<file path="src/rtl/dsp48e_cmac_ctrl.sv">
// OPMODE/ALUMODE sequencer turning a DSP48E complex-multiply slice into a windowed accumulator.
// Build option: define DSP48E_CMAC_CTRL_CASCADE_EN to seed each window from PCIN instead of zero.
module dsp48e_cmac_ctrl #(
   parameter int unsigned DSP_INPUT_REGISTERS = 2,
   parameter int unsigned ACC_LEN_BITS        = 16
) (
   input  logic                    clk,
   input  logic                    rst_n,
   input  logic                    in_valid,
   input  logic                    in_sync,
   input  logic [ACC_LEN_BITS-1:0] acc_len,
   output logic [6:0]              opmode,
   output logic [3:0]              alumode,
   output logic                    out_valid,
   output logic                    win_err,
   output logic                    busy
);

   localparam int unsigned DLY = (DSP_INPUT_REGISTERS < 1) ? 1 : DSP_INPUT_REGISTERS;

`ifdef DSP48E_CMAC_CTRL_CASCADE_EN
   localparam logic [6:0] OP_FIRST = 7'h15;
`else
   localparam logic [6:0] OP_FIRST = 7'h05;
`endif
   localparam logic [6:0] OP_ADD  = 7'h25;
   localparam logic [6:0] OP_HOLD = 7'h20;
   localparam logic [6:0] OP_ZERO = 7'h00;

   typedef enum logic {IDLE, ACCUM} state_t;
   typedef enum logic [1:0] {DEC_HOLD, DEC_FIRST, DEC_ADD} dec_t;

   state_t                  state_q, state_nxt;
   logic [ACC_LEN_BITS-1:0] cnt_q, cnt_nxt;
   logic [ACC_LEN_BITS-1:0] len_q, len_nxt;
   logic [ACC_LEN_BITS-1:0] len_in;
   dec_t                    dec_c;
   logic                    last_c;
   logic                    err_c;

   logic [6:0]              op_sr   [DLY];
   logic                    last_sr [DLY];
   logic [1:0]              vd_q;
   logic                    err_q;
   logic                    busy_q;

   function automatic logic [6:0] enc(input dec_t d);
      case (d)
         DEC_FIRST: enc = OP_FIRST;
         DEC_ADD:   enc = OP_ADD;
         default:   enc = OP_HOLD;
      endcase
   endfunction

   assign len_in = (acc_len == '0) ? ACC_LEN_BITS'(1) : acc_len;

   // Per-sample decision: a sync always opens a fresh window, aborting any open one.
   always_comb begin
      state_nxt = state_q;
      cnt_nxt   = cnt_q;
      len_nxt   = len_q;
      dec_c     = DEC_HOLD;
      last_c    = 1'b0;
      err_c     = 1'b0;
      if (in_valid && in_sync) begin
         err_c   = (state_q == ACCUM);
         dec_c   = DEC_FIRST;
         len_nxt = len_in;
         cnt_nxt = ACC_LEN_BITS'(1);
         if (len_in == ACC_LEN_BITS'(1)) begin
            last_c    = 1'b1;
            state_nxt = IDLE;
         end else begin
            state_nxt = ACCUM;
         end
      end else if (in_valid && (state_q == ACCUM)) begin
         dec_c   = DEC_ADD;
         cnt_nxt = cnt_q + ACC_LEN_BITS'(1);
         if (cnt_nxt == len_q) begin
            last_c    = 1'b1;
            state_nxt = IDLE;
         end
      end
   end

   always_ff @(posedge clk or negedge rst_n) begin
      if (!rst_n) begin
         state_q <= IDLE;
         cnt_q   <= '0;
         len_q   <= '0;
      end else begin
         state_q <= state_nxt;
         cnt_q   <= cnt_nxt;
         len_q   <= len_nxt;
      end
   end

   // Decision delay line; its final stage is the opmode register itself (zero out of reset).
   always_ff @(posedge clk or negedge rst_n) begin
      if (!rst_n) begin
         for (int unsigned i = 0; i < DLY; i++) begin
            op_sr[i]   <= (i == DLY - 1) ? OP_ZERO : OP_HOLD;
            last_sr[i] <= 1'b0;
         end
         vd_q   <= '0;
         err_q  <= 1'b0;
         busy_q <= 1'b0;
      end else begin
         op_sr[0]   <= enc(dec_c);
         last_sr[0] <= last_c;
         for (int unsigned i = 1; i < DLY; i++) begin
            op_sr[i]   <= op_sr[i-1];
            last_sr[i] <= last_sr[i-1];
         end
         vd_q   <= {vd_q[0], last_sr[DLY-1]};
         err_q  <= err_c;
         busy_q <= (state_nxt == ACCUM);
      end
   end

   assign opmode    = op_sr[DLY-1];
   assign alumode   = 4'b0000;
   assign out_valid = vd_q[1];
   assign win_err   = err_q;
   assign busy      = busy_q;

endmodule
</file>
<file path="config.mk">
export PLATFORM = sky130hd
export DESIGN_NAME = dsp48e_cmac_ctrl
export DESIGN_NICKNAME = d
export VERILOG_FILES = /design/src/rtl/dsp48e_cmac_ctrl.sv
export SDC_FILE = /design/constraint.sdc
export NUM_CORES = 1
export LEC_CHECK = 0
export ABC_AREA = 1
export BUFFER_PORTS_ARGS = -buffer_cell sky130_fd_sc_hd__buf_2
export CELL_PAD_IN_SITES_DETAIL_PLACEMENT = 0
export CELL_PAD_IN_SITES_GLOBAL_PLACEMENT = 2
export CORE_MARGIN = 1
export CORE_UTILIZATION = 35
export DETAILED_ROUTE_END_ITERATION = 16
export HOLD_SLACK_MARGIN = 0.06
export PLACE_DENSITY = 0.81
export SYNTH_ARGS = -nofsm -noshare
export SYNTH_HDL_FRONTEND = slang
export SYNTH_SLANG_ARGS = --single-unit
</file>
<file path="constraint.sdc">
create_clock -name clk -period 4.4 [get_ports clk]
set_clock_uncertainty 0.15 [all_clocks]
set_input_delay 0.66 -clock clk [delete_from_list [all_inputs] [get_ports clk]]
set_output_delay 0.66 -clock clk [all_outputs]
set_load 0.1 [all_outputs]
</file>
==> impl_metrics.toml <==
[logic_synthesis]
yosysWarningCount = 0
postSynthRegisterBits = 42
synth_commonest_cells = "91 x sky130_fd_sc_hd__nand2_1, 41 x sky130_fd_sc_hd__dfrtp_1, 40 x sky130_fd_sc_hd__inv_1, 32 x sky130_fd_sc_hd__nand3_1, 17 x sky130_fd_sc_hd__nor2_1"
post_synth_edffs = 0
synthDominantAreaCellType = "sky130_fd_sc_hd__dfrtp_1"
netlist.area_leader.share_pct = 43.8
synth_top_flop_cell = "sky130_fd_sc_hd__dfrtp_1"
yosysSeqAreaShare_pct = 44.9
synthesis.area_um2 = 2340
post_synth_num_cell_types = 26
yosysMostFrequentCell = "sky130_fd_sc_hd__nand2_1"
synthCells = 306
synth_top_cells_by_area = "sky130_fd_sc_hd__dfrtp_1 44%, sky130_fd_sc_hd__nand2_1 15%, sky130_fd_sc_hd__nand3_1 6.8%"
syn_avg_cell_area_um2 = 7.66
ys_async_sr_fraction_pct = 100

[worst_setup_path]
crit_type = "in -> reg"
cp-end-kind = "flip-flop"
timing.critical_path.fanout_max = 26
cp_data_arrival_time_ns = 2.29
worstSetupStartpointType = "primary input"
critical_path_required_ns = 4.40

[detailed_routing]
drt-initial-drc-count = 127
via_count = 1915
dr.pass1.iters = 10
drc = 2
detail_route.wl_per_cell_um = 13.0
route.antenna.remaining_nets = 0
route.final.wire_length_um = 5310
vias_per_cell = 4.71

[pwr]
powerDensity_nw_per_um2 = 354
vdd_drop_max_mv = 0.158
leakagePower_nw = 1.30

[place]
portBuffers = 25
place.detailed.hpwl_um = 3940
pre_cts_ws_ns = 1.73
replace_congestion = 0.750
placedInstanceArea_um2 = 2490

[timing]
timing.final.max_slew_violations = 0
fin_crit_sh_pct = 52.0
relSlewSlack_pct = 36.4
rsz0062_at_grt = "no"
setup-violations-final = 0
tightestPinTransition_ns = 0.954
setup-tns-final_ns = 0
timing_hold_violations_final = 0
finalHoldWorstSlack_ns = 0.202
fin_worst_setup_slack_ns = 2.11
post-route-min-period_ns = 2.29
fmax_mhz = 437

[cells_and_area]
multiInputGateArea_um2 = 1060
finalInstanceArea_um2 = 2600
final_layout_size_suffix_gt1_share_pct = 13.9
n_antenna_cell = 0
fillerInstances = 683
area.sequential_um2 = 1050
area.growth.synth_to_final_pct = 10.8
finalNetCount = 350

[global_routing]
grtUsageTotal_pct = 16.7
grt_antenna_before_repair = 0
grt_first_pass_wirelength_um = 8980
grt_max_degree = 43
overflow = 0
number_of_global_route_vias_before_repair = 1766

[cts]
postCtsSetupRepairBufs = 0
root_buffer_cell = "sky130_fd_sc_hd__clkbuf_8"
cts-hold-fix-buffers = 0
htree_num_levels = 2
cts.clk_slew.worst_paths_ns = 0.08
cts_tree = "built"
clock-sinks = 42
post_cts.resized_instances = 0
tritoncts.num_buffers = 5
clkLatencyLatePin_ns = 0.29
clk_path_buf_depth = 2

[floorplanning]
fp-row-count = 29
die_height_um = 83.9
core_region_area_um2 = 6420
dieArea_um2 = 7030
die_w_um = 83.9
design.portCount = 34
initial_utilization_pct = 36.5

[hold_path]
holdCritPathClass = "reg -> reg"

[status]
status = "complete, but fails checks"
failed_checks = "DRC"

[run]
drv_cap = 0
==> cell usage in the layout, fill, tap and decap left out, types with 6 or more instances in the layout <==
master	instances
sky130_fd_sc_hd__conb_1	8
sky130_fd_sc_hd__nand3_1	32
sky130_fd_sc_hd__nor2_1	17
sky130_fd_sc_hd__inv_1	40
sky130_fd_sc_hd__buf_2	25
sky130_fd_sc_hd__nand4_1	8
sky130_fd_sc_hd__o21ai_0	15
sky130_fd_sc_hd__o22ai_1	13
sky130_fd_sc_hd__nand2_1	91
sky130_fd_sc_hd__dfrtp_1	41
sky130_fd_sc_hd__nand2_2	6
==> power breakdown <==
part / total (W) / internal, W / switching, W
clock: 0.000303 / 0.000170 / 0.000133
sequential: 0.000440 / 0.000415 / 0.0000243
combinational: 0.000177 / 0.0000438 / 0.000133
total: 0.000919 / 0.000629 / 0.000290
==> cells by family (layout without fill, tap and decap cells) <==
logic type,after synthesis,in the layout,share of synthesized area [%]
adder cells (fa/ha/maj),1,1,0.534
XOR/XNOR,4,4,2.67
AND/OR/NAND/NOR,168,168,32.9
AO/OA/AOI/OAI,32,32,7.79
other,1,8,0.160
buffers and inverters,58,75,11.0
flip-flops,42,42,44.9
==> critical path, cell delays in order <==
cell                      delay, ns
sky130_fd_sc_hd__buf_2         0.11
sky130_fd_sc_hd__nand2_1       0.56
sky130_fd_sc_hd__nand2_1       0.63
sky130_fd_sc_hd__nand3_1       0.23
sky130_fd_sc_hd__o21ai_0       0.10
==> routing by layer <==
metal  wire length, um  vias up  global-route usage [%]
met5                 0        -                       0
met4                64        0                    4.70
met3               161        6                    3.26
met2              2310       36                    25.4
met1              2780      857                    24.2
li1                  -     1016                       -
==> state kept, by name (all words and copies together), names as in the netlist <==
name	flops
vd_q	2
len_q	16
opmode	2
op_sr	2
last_sr	2
cnt_q	16
busy	1
win_err	1
==> final cells by class <==
class,instances,share of cell area (%)
multi-input combinational,213,40.8
sequential,42,40.5
inverter,42,6.07
timing repair buffer,25,4.82
tap,77,3.71
clock buffer,7,2.94
clock inverter,1,1.16
==> worst paths after layout <==
kind	startpoint	end	slack, ns	depth (start not counted)
max in group asynchronous	rst_n	cnt_q[12]	3.14	1
worst min-delay path	op_sr[9]	opmode[2]	0.20	0
min in group asynchronous	rst_n	opmode[5]	0.36	1
worst max-delay path	in_valid	cnt_q[9]	2.11	5
worst max register to register	cnt_q[1]	busy	2.19	14
worst min register to register	op_sr[9]	opmode[2]	0.20	0
==> per-stage QoR <==
stage          utilization, %  std cells  total power (W)
4_1_cts                  40.4        407         0.000934
3_3_place_gp             38.8        399         0.000625
3_5_place_dp             38.8        399         0.000626
2_1_floorplan               -        313         0.000587
5_1_grt                  40.4        407         0.000974
6_report                 40.4        407         0.000919
(Power assumes the default switching activity.)
